`src/rtl/servo_pwm_multi_if.sv`:
```
// Purpose: command write bus from the motion sequencer into the servo pulse generator.
// Latency: none; this only groups signals (one write per cycle while wr_en is high).
// Backpressure: none; the generator accepts a write every cycle.
interface servo_pwm_multi_if #(
    parameter int NUM_CH  = 4,
    parameter int ANGLE_W = 9
);
    localparam int CH_W = (NUM_CH > 1) ? $clog2(NUM_CH) : 1;

    logic               wr_en;    // one-cycle command strobe
    logic [CH_W-1:0]    wr_ch;    // target channel
    logic [ANGLE_W-1:0] wr_cmd;   // angle (positional) or speed code (continuous)
    logic               wr_cont;  // 1 = continuous-rotation mode
    logic               wr_on;    // 1 = enable channel

    modport master (output wr_en, wr_ch, wr_cmd, wr_cont, wr_on);
    modport slave  (input  wr_en, wr_ch, wr_cmd, wr_cont, wr_on);
endinterface

```
`src/rtl/servo_pwm_multi.sv`:
```
// Purpose: multi-channel servo PWM generator with per-frame slew limiting for positional channels.
// Latency: a command is captured in its write cycle and takes effect at the next frame boundary.
// Backpressure: none; writes are always accepted, and a later write to a channel overrides an earlier one.
// Ports: clk, rst_n (async, active low); cmd (slave write bus); pwm[NUM_CH] pulse outputs;
//        frame_start (one-cycle pulse per frame); settled[NUM_CH] (enabled and width at target).
module servo_pwm_multi #(
    parameter int NUM_CH        = 4,
    parameter int ANGLE_W       = 9,
    parameter int FRAME_CYCLES  = 2000000,
    parameter int POS_MIN       = 60000,
    parameter int DEG_SCALE     = 1000,
    parameter int MAX_ANGLE     = 180,
    parameter int CONT_MIN      = 100000,
    parameter int CONT_SCALE    = 50000,
    parameter int CONT_MAX_CODE = 2,
    parameter int RAMP_STEP     = 2000
) (
    input  logic                 clk,
    input  logic                 rst_n,
    servo_pwm_multi_if.slave     cmd,
    output logic [NUM_CH-1:0]    pwm,
    output logic                 frame_start,
    output logic [NUM_CH-1:0]    settled
);
    localparam int PW_W = $clog2(FRAME_CYCLES);
    localparam int CW   = PW_W + ANGLE_W;

    localparam logic [PW_W-1:0] PW_CENTER = PW_W'(POS_MIN + 90 * DEG_SCALE);
    localparam logic [PW_W-1:0] LAST_CNT  = PW_W'(FRAME_CYCLES - 1);
    localparam logic [PW_W-1:0] STEP      = PW_W'(RAMP_STEP);

    logic [PW_W-1:0] cnt;
    logic            boundary;

    // Per-channel shadow (written by commands) and live state (updated at boundaries).
    logic [PW_W-1:0]   tgt     [NUM_CH];
    logic [PW_W-1:0]   cur     [NUM_CH];
    logic [PW_W-1:0]   cur_nxt [NUM_CH];
    logic [NUM_CH-1:0] cont_mode;
    logic [NUM_CH-1:0] on;
    logic [NUM_CH-1:0] en;
    logic [NUM_CH-1:0] armed;     // set while the servo position is unknown

    logic [ANGLE_W-1:0] cmd_clamped;
    logic [CW-1:0]      tgt_wide;
    logic [PW_W-1:0]    tgt_new;

    assign boundary = (cnt == LAST_CNT);

    // Clamp the raw code first, then scale at full width so nothing wraps before the clamp.
    always_comb begin
        cmd_clamped = cmd.wr_cmd;
        tgt_wide    = '0;
        if (cmd.wr_cont) begin
            if (cmd.wr_cmd > ANGLE_W'(CONT_MAX_CODE))
                cmd_clamped = ANGLE_W'(CONT_MAX_CODE);
            tgt_wide = CW'(CONT_MIN) + CW'(cmd_clamped) * CW'(CONT_SCALE);
        end else begin
            if (cmd.wr_cmd > ANGLE_W'(MAX_ANGLE))
                cmd_clamped = ANGLE_W'(MAX_ANGLE);
            tgt_wide = CW'(POS_MIN) + CW'(cmd_clamped) * CW'(DEG_SCALE);
        end
    end

    assign tgt_new = PW_W'(tgt_wide);

    // Next width at the boundary. Differences are compared instead of sums so
    // the unsigned arithmetic can neither overflow nor underflow past the target.
    always_comb begin
        for (int i = 0; i < NUM_CH; i++) begin
            cur_nxt[i] = cur[i];
            if (cont_mode[i] || armed[i])
                cur_nxt[i] = tgt[i];
            else if (tgt[i] > cur[i])
                cur_nxt[i] = ((tgt[i] - cur[i]) > STEP) ? cur[i] + STEP : tgt[i];
            else if (tgt[i] < cur[i])
                cur_nxt[i] = ((cur[i] - tgt[i]) > STEP) ? cur[i] - STEP : tgt[i];
        end
    end

    always_ff @(posedge clk or negedge rst_n) begin
        if (!rst_n)
            cnt <= '0;
        else if (boundary)
            cnt <= '0;
        else
            cnt <= cnt + PW_W'(1);
    end

    // Boundary logic reads the pre-write shadow because both updates are
    // non-blocking; a write in the boundary cycle lands for the next frame.
    // Writes to channels >= NUM_CH match no loop index and are dropped.
    always_ff @(posedge clk or negedge rst_n) begin
        if (!rst_n) begin
            for (int i = 0; i < NUM_CH; i++) begin
                tgt[i] <= PW_CENTER;
                cur[i] <= PW_CENTER;
            end
            cont_mode <= '0;
            on        <= '0;
            en        <= '0;
            armed     <= '1;
        end else begin
            for (int i = 0; i < NUM_CH; i++) begin
                if (boundary) begin
                    if (!on[i]) begin
                        en[i]    <= 1'b0;
                        armed[i] <= 1'b1;
                    end else begin
                        cur[i]   <= cur_nxt[i];
                        en[i]    <= 1'b1;
                        armed[i] <= 1'b0;
                    end
                end
                if (cmd.wr_en && (int'(cmd.wr_ch) == i)) begin
                    tgt[i]       <= tgt_new;
                    cont_mode[i] <= cmd.wr_cont;
                    on[i]        <= cmd.wr_on;
                end
            end
        end
    end

    // cnt < cur is never true for cur == 0, so a zero width gives no pulse.
    always_ff @(posedge clk or negedge rst_n) begin
        if (!rst_n) begin
            pwm         <= '0;
            frame_start <= 1'b0;
            settled     <= '0;
        end else begin
            frame_start <= (cnt == '0);
            for (int i = 0; i < NUM_CH; i++) begin
                pwm[i]     <= en[i] && (cnt < cur[i]);
                settled[i] <= en[i] && (cur[i] == tgt[i]);
            end
        end
    end
endmodule
```
`src/flat_wrapper.sv`:
```
// flat-port wrapper written by rule: the top's interface ports become plain ports
module servo_pwm_multi_flat 
#(
    parameter int NUM_CH        = 4,
    parameter int ANGLE_W       = 9,
    parameter int FRAME_CYCLES  = 2000000,
    parameter int POS_MIN       = 60000,
    parameter int DEG_SCALE     = 1000,
    parameter int MAX_ANGLE     = 180,
    parameter int CONT_MIN      = 100000,
    parameter int CONT_SCALE    = 50000,
    parameter int CONT_MAX_CODE = 2,
    parameter int RAMP_STEP     = 2000
)
  (clk, rst_n, pwm, frame_start, settled, cmd_wr_en, cmd_wr_ch, cmd_wr_cmd, cmd_wr_cont, cmd_wr_on);
  servo_pwm_multi_if #(.NUM_CH(NUM_CH), .ANGLE_W(ANGLE_W)) cmd_i ();
  input  logic clk;
  input  logic rst_n;
  output logic [NUM_CH-1:0] pwm;
  output logic frame_start;
  output logic [NUM_CH-1:0] settled;
  input wire logic [$bits(cmd_i.wr_en)-1:0] cmd_wr_en;
  input wire logic [$bits(cmd_i.wr_ch)-1:0] cmd_wr_ch;
  input wire logic [$bits(cmd_i.wr_cmd)-1:0] cmd_wr_cmd;
  input wire logic [$bits(cmd_i.wr_cont)-1:0] cmd_wr_cont;
  input wire logic [$bits(cmd_i.wr_on)-1:0] cmd_wr_on;
  assign cmd_i.wr_en = cmd_wr_en;
  assign cmd_i.wr_ch = cmd_wr_ch;
  assign cmd_i.wr_cmd = cmd_wr_cmd;
  assign cmd_i.wr_cont = cmd_wr_cont;
  assign cmd_i.wr_on = cmd_wr_on;
  servo_pwm_multi #(.NUM_CH(NUM_CH), .ANGLE_W(ANGLE_W), .FRAME_CYCLES(FRAME_CYCLES), .POS_MIN(POS_MIN), .DEG_SCALE(DEG_SCALE), .MAX_ANGLE(MAX_ANGLE), .CONT_MIN(CONT_MIN), .CONT_SCALE(CONT_SCALE), .CONT_MAX_CODE(CONT_MAX_CODE), .RAMP_STEP(RAMP_STEP)) u_core (.clk(clk), .rst_n(rst_n), .cmd(cmd_i), .pwm(pwm), .frame_start(frame_start), .settled(settled));
endmodule
```
`config.mk`:
```
export PLATFORM = sky130hd
export DESIGN_NAME = servo_pwm_multi_flat
export DESIGN_NICKNAME = d
export VERILOG_FILES = /design/src/rtl/servo_pwm_multi_if.sv /design/src/rtl/servo_pwm_multi.sv /design/src/flat_wrapper.sv
export SDC_FILE = /design/constraint.sdc
export NUM_CORES = 1
export LEC_CHECK = 0
export ABC_AREA = 1
export CELL_PAD_IN_SITES_DETAIL_PLACEMENT = 0
export CELL_PAD_IN_SITES_GLOBAL_PLACEMENT = 1
export CORE_MARGIN = 2
export CORE_UTILIZATION = 43
export DETAILED_ROUTE_END_ITERATION = 12
export HOLD_SLACK_MARGIN = 0.12
export MAX_ROUTING_LAYER = met4
export PLACE_DENSITY = 0.83
export SLEW_MARGIN = 40
export SYNTH_ARGS = -nofsm -noshare
export SYNTH_HDL_FRONTEND = slang
export SYNTH_SLANG_ARGS = --single-unit
```
`constraint.sdc`:
```
create_clock -name clk -period 2.7 [get_ports clk]
set_input_delay 0.405 -clock clk [delete_from_list [all_inputs] [get_ports clk]]
set_output_delay 0.405 -clock clk [all_outputs]
set_load 0.005 [all_outputs]
```
# [Word level (Yosys, flattened, before mapping)]
# Cells that the tools add are included.
[word_totals] register_bits=214 input_bits=16 out_inout_bits=9 elab_cells=133
[classes] add_sub_neg=19 n_mul=2 order_cmp=22 eq_ne=8 muxes=34 reduce_logical=26
[op_table] operator="2-to-1 mux 21 bit" count=22
[op_table] operator="> comparator 21 x 11 -> 1 bit (second input constant)" count=8
[op_table] operator="less-than comparator 21 bit" count=8
[op_table] operator="subtractor 21 bit" count=8
[op_table] operator="adder 21 x 11 -> 21 bit (second input constant)" count=4
[op_table] operator="equality test 21 bit" count=4
[op_table] operator="> comparator 21 bit" count=4
[op_table] operator="subtractor 21 x 11 -> 21 bit (second input constant)" count=4
[op_table] operator="2-to-1 mux 9 bit" count=4
[op_table] operator="adder 17 x 21 -> 21 bit (first input constant)" count=1
[op_table] operator="adder 21 x 1 -> 21 bit (second input constant)" count=1
[op_table] operator="equality test 21 bit (second input constant)" count=1
[op_table] operator="logical NOT 21 bit" count=1
[op_table] operator="adder 16 x 19 -> 20 bit (first input constant)" count=1
[op_table] operator="multiplier 9 x 12 -> 17 bit (second input constant)" count=1
[op_table] operator="multiplier 9 x 7 -> 16 bit (second input constant)" count=1
[op_table] operator="logical AND 1 bit" count=12
[op_table] operator="AND reduction 3 bit" count=4
[op_table] operator="nonzero test 3 bit" count=4
[op_table] operator="> comparator 9 x 2 -> 1 bit (second input constant)" count=1
[op_table] operator="> comparator 9 x 8 -> 1 bit (second input constant)" count=1
[op_table] operator="2-to-1 mux 1 bit" count=8
[op_table] operator="equality test 2 bit (second input constant)" count=2
[op_table] operator="logical OR 1 bit" count=4
[op_table] operator="2 further kinds" count=2

# [Logic depth before layout (Yosys ltp)]
# Gate-level depths: netlist of the first run.
[depth] ltp_word=6 depth_mapped=30

# [Worst setup path before layout of the first run]
# No wires, ideal clock.
[synth_path] kind="input to register" start="input cmd_wr_cmd[8]" end="register u_core.tgt[18] (netlist name)" setup_ps=117 arrival_ps=5244 t_required_ps=2583 setup_slack_ps=-2661 cell_stages=25 n_path_buf=0 path_cell_list="nor2_1 inv_1 o31ai_1 inv_1 nor2_1 inv_1 fa_1 fa_1 fa_1 fa_1 inv_1 ha_1 nand2_1 nor3_1 nand2_1 o211ai_1 nand3_1 o21ai_0 xnor2_1 nor2_1 nand2_1 nand2_1 nand3_1 nand2_1 nand2_1"
[synth_via] elab_chain_len=6
[synth_rtl] item="start, declared" line="flat_wrapper.sv:24" source="input wire logic [$bits(cmd_i.wr_cmd)-1:0] cmd_wr_cmd;"
[synth_rtl] item="> comparator 9 x 2 -> 1 bit or > comparator 9 x 8 -> 1 bit (tied branches)" line="servo_pwm_multi.sv:55, servo_pwm_multi.sv:59"
[synth_rtl] item="2-to-1 mux 9 bit (on tied branches)" line="servo_pwm_multi.sv:55, servo_pwm_multi.sv:59"
[synth_rtl] item="2-to-1 mux 9 bit" line="servo_pwm_multi.sv:54" source="if (cmd.wr_cont) begin"
[synth_rtl] item="multiplier 9 x 12 -> 17 bit or multiplier 9 x 7 -> 16 bit (tied branches)" line="servo_pwm_multi.sv:57, servo_pwm_multi.sv:61"
[synth_rtl] item="adder 17 x 21 -> 21 bit or adder 16 x 19 -> 20 bit (tied branches)" line="servo_pwm_multi.sv:57, servo_pwm_multi.sv:61"
[synth_rtl] item="2-to-1 mux 21 bit (*)" line="servo_pwm_multi.sv:54"
[synth_rtl] item="end signal, assigned by index" line="servo_pwm_multi.sv:116" source="tgt[i] <= tgt_new;"
[synth_rtl] item="end, declared" line="servo_pwm_multi.sv:36" source="logic [PW_W-1:0] tgt [NUM_CH];"
# Mark *: on every way between the ends. The rest lies on a longest branch, timed or not. The select of a mux whose other input is x is not followed.
# A chain may end at the register's enable or synchronous reset.

# [Worst setup path in the final report of the first run]
[layout_path] start="input cmd_wr_cmd[1]" end="register u_core.tgt[60] (netlist name)"
# Same word-level chain as after synthesis.

==> metrics.md, run 1 <==
| Metric | Value |
|---|---|
| Layout cell share with drive strength beyond 1 | `about two fifths` |
| Clk sinks | `190` |
| Failing checks | `negative setup slack` |
| Leak pwr | `between 20 and 25 nW` |
| Register share of total power | `around 11%` |
| # DRC | `0` |
| Peak Freq | `between 200 and 250 MHz` |
| H-tree depth | `4` |
| CP Max Fanout | `5` |
| Register bit count reported by yosys | `between 150 and 200` |
| Pin count of the biggest net entering global routing | `just under 70` |
| Synth area leaders | `nand2_1 (18%), ha_1 (14%), dfrtp_1 (11%)` |
| Final Critical Period | `~4800 ps` |
| Synth Flop Type | `dfrtp_1` |
| Clock Latency Late Sink | `roughly 500 ps` |
| Initial Util | `between 40% and 50%` |
| Switching power | `a little over 20 mW` |
| Final setup violation count | `between 100 and 150` |
| First-pass GRT wire length | `between 150000 and 200000 microns` |
| Mean Syn Cell Area | `6.23 sq um` |
| Skew final | `between 15 and 20 ps` |
| TNS Setup | `-102760 ps` |
| Clock-pin slew on the worst setup and hold paths | `approximately 80 ps` |
| GR Util All Layers | `between 30% and 40%` |
| Initial antenna violation count | `1` |
| Required @ worst endpoint | `3090 ps` |
| Die area | `65900 sq um` |
| Top-Level Pins | `25` |
| Row cnt | `92` |
| Comb power frac | `between 80% and 90%` |
| Measured slew at the worst slew-check pin | `between 800 and 900 ps` |
| Unrepaired setup endpoints after global routing | `true` |
| Run status | `finished with violations` |
| Cell area power density | `around 930 nW/um^2` |
| Total CTS buffers | `17` |
| Vias in the first global route | `approximately 31000` |
| Sw Ratio | `between 50% and 60%` |
| Clk network pwr share | `just under 7%` |
| Critical path class | `in -> reg` |
| Share of the synthesized area in the top cell type | `between 15 and 20%` |
| Synth unique cells | `57` |
| Drt initial violations | `2824` |
| Hold Fails Final Rpt | `0` |
| Detail Route Antenna Nets | `0` |
| Drt pass-1 iters | `6` |
| Die height | `between 200 and 300 microns` |
| Asr flop ratio synth | `100%` |
| Vias | `between 30000 and 40000` |
| WL final | `around 110000 microns` |
| R2R depth | `23` |
| Internal power | `approximately 19 mW` |
| IR Drop Worst-Case VDD | `~0.0007 V` |
| Hold WC Path Type | `in -> async` |
| CTS tree | `yes` |
| PortBufs | `24` |
| Final Max Slew Viols | `0` |
| Routed vias/inst | `between 5 and 6` |
| DR WL/cell | `18.6 microns` |
| Clock buffer depth | `2` |
| Hold WS | `approximately 450 ps` |
| Yosys top cell by area | `nand2_1` |
| EDFF count, synth | `0` |
| Top-count cell post-synth | `nand2_1` |
| Total congestion overflow | `0` |
| Clock Tree Root | `clkbuf_16` |
| Critical path capture point type | `register` |
| Routability cong. | `0.991` |
| Reg2Reg Setup Slack | `-170 ps` |
| Area of the core | `about 63000 sq um` |
| Final core utilization | `approximately two thirds` |
| Max cap viols | `0` |
| Worst endpoint data arrival time | `roughly 5200 ps` |
| Slew headroom | `approximately 45%` |
| Critical path launch point type | `input pin` |
| Worst r2r dst | `u_core.cur[46]` |
| Nets | `5641` |
| Fin crit share | `178%` |
| Synth cell count leaders | `nand2_1 (1301), inv_1 (677), nand3_1 (502), ha_1 (312), nor2_1 (275)` |
| Mapped Cells | `between 4000 and 5000` |
| Final worst setup slack | `-2100 ps` |
| Register area share after synthesis | `17.6%` |
| Area grow syn2layout | `52.9%` |
| Synth Cell Area | `between 20000 and 30000 sq um` |
| Detail Placement HPWL | `83900 microns` |
| Die Wd | `257 microns` |
| Syn. warnings | `0` |
| Reg-to-Reg Start | `u_core.cur[53]` |
-- logic make-up (layout without fill, tap and decap cells) --
| kind of cell | after synthesis | in the layout | share of synthesized area [%] |
|---|---|---|---|
| AOI/OAI and AO/OA | 514 | 514 | 10.2 |
| xor gates and xnor gates | 149 | 149 | 4.75 |
| adders and majority gates | 358 | 358 | 17.6 |
| buffers and inverters | 810 | 1655 | 11.6 |
| DFF | 190 | 190 | 17.6 |
| other | 2 | 32 | 0.0274 |
| and+or+nand+nor | 2380 | 2383 | 38.2 |
-- power groups by stage --
stage                     combinational (mW)  sequential [mW]  clock [mW]
after floorplan                         13.6             3.79           0
after global placement                  22.9             4.08           0
after detailed placement                23.1             4.07           0
after CTS                               26.8             4.16        2.68
after global routing                    34.4             4.21        2.78
final                                   32.0             4.24        2.65
-- layout by cell type (no fill, tap or decap), types with 41 or more instances in the layout --
cell type  count
dfrtp_1      113
ha_1         234
nand3_2      213
buf_6         93
inv_2        118
o21ai_1       42
nor3_1        41
nand2_1      945
a21oi_1      174
nor2_1       210
dfstp_2       68
ha_4          67
nor2_4        60
buf_4        741
nand2_2      258
nor2_2        42
xor2_1       128
o21ai_0       93
a21oi_2       81
inv_1        566
nand4_1      119
nand2_4      118
nand3_1      271
-- final cells by class --
type / instances / area [sq um]
Antenna cell: 1 / 2.50
Clock buffer: 18 / 429
Clock inverter: 14 / 146
Fill cell: 5353 / 21100
Inverter: 706 / 2700
Multi-Input combinational cell: 3435 / 24800
Sequential cell: 190 / 4850
Tap cell: 846 / 1060
Timing Repair Buffer: 917 / 8000
-- per-stage QoR --
stage	instances	power [mW]	worst slack [ps]	instance area [sq um]
2_1_floorplan	4432	17.4	-2100	27900
3_3_place_gp	5936	27.0	-2920	34400
3_5_place_dp	5936	27.2	-3040	34400
4_1_cts	6065	33.7	-2030	38500
5_1_grt	6127	41.4	-2350	42000
6_report	6127	38.9	-2100	42000
-- flip-flops by register name, summed over array words and instances (netlist names) --
register            cells
u_core.cont_mode        4
u_core.cnt             21
u_core.armed            4
u_core.pwm              4
u_core.settled          4
u_core.frame_start      1
u_core.tgt             72
u_core.cur             72
u_core.en               4
u_core.on               4
-- layer usage --
metal	wire, microns	vias up	part of all wire (%)	track usage, %
li1	-	15900	-	-
met1	46700	15600	41	42.6
met2	53400	1324	47	53.7
met3	8560	347	7.5	4.49
met4	5230	0	4.6	14.3
met5	0	-	0	-
-- worst max path at each step --
stage                              from              to  slack (ps)  cells after the start
after floorplan           cmd_wr_cmd[1]  u_core.tgt[18]       -2100                     26
after global placement    cmd_wr_cmd[1]  u_core.tgt[60]       -2920                     26
after detailed placement  cmd_wr_cmd[0]  u_core.tgt[60]       -3040                     26
after CTS                 cmd_wr_cmd[0]  u_core.tgt[57]       -2030                     25
after global routing      cmd_wr_cmd[2]  u_core.tgt[18]       -2350                     28
final                     cmd_wr_cmd[1]  u_core.tgt[60]       -2100                     26
-- what timing repair did --
item	CTS	global route
pin swaps	303	462
resized for setup	678	811
endpoints found under the setup margin	128	130
buffers inserted	82	73
cloned	16	3
hold buffers	1	0
endpoints found under the hold margin	31	0
-- worst max-delay path: stages --
cell	delay (ps)
buf_8	100
o21ai_4	140
a211oi_2	90
o31ai_2	230
inv_2	140
buf_12	150
nor2_4	120
fa_1	430
fa_1	510
fa_1	450
fa_1	600
inv_2	60
ha_4	270
buf_4	130
inv_1	60
nor3_2	170
nand2_1	80
nand2_2	120
a21boi_4	80
o21ai_1	140
xor2_1	200
nor2_1	110
nand2_1	100
nand3_2	120
nand2_1	90
nand2_1	50
Note: power is estimated with default switching activity, not from simulation.
==> run 2: changes to the inputs <==
Settings changed: SLEW_MARGIN 40 to not set.
==> results of run 2 <==
No change in the layout: final DEF, timing and power equal those of run 1.
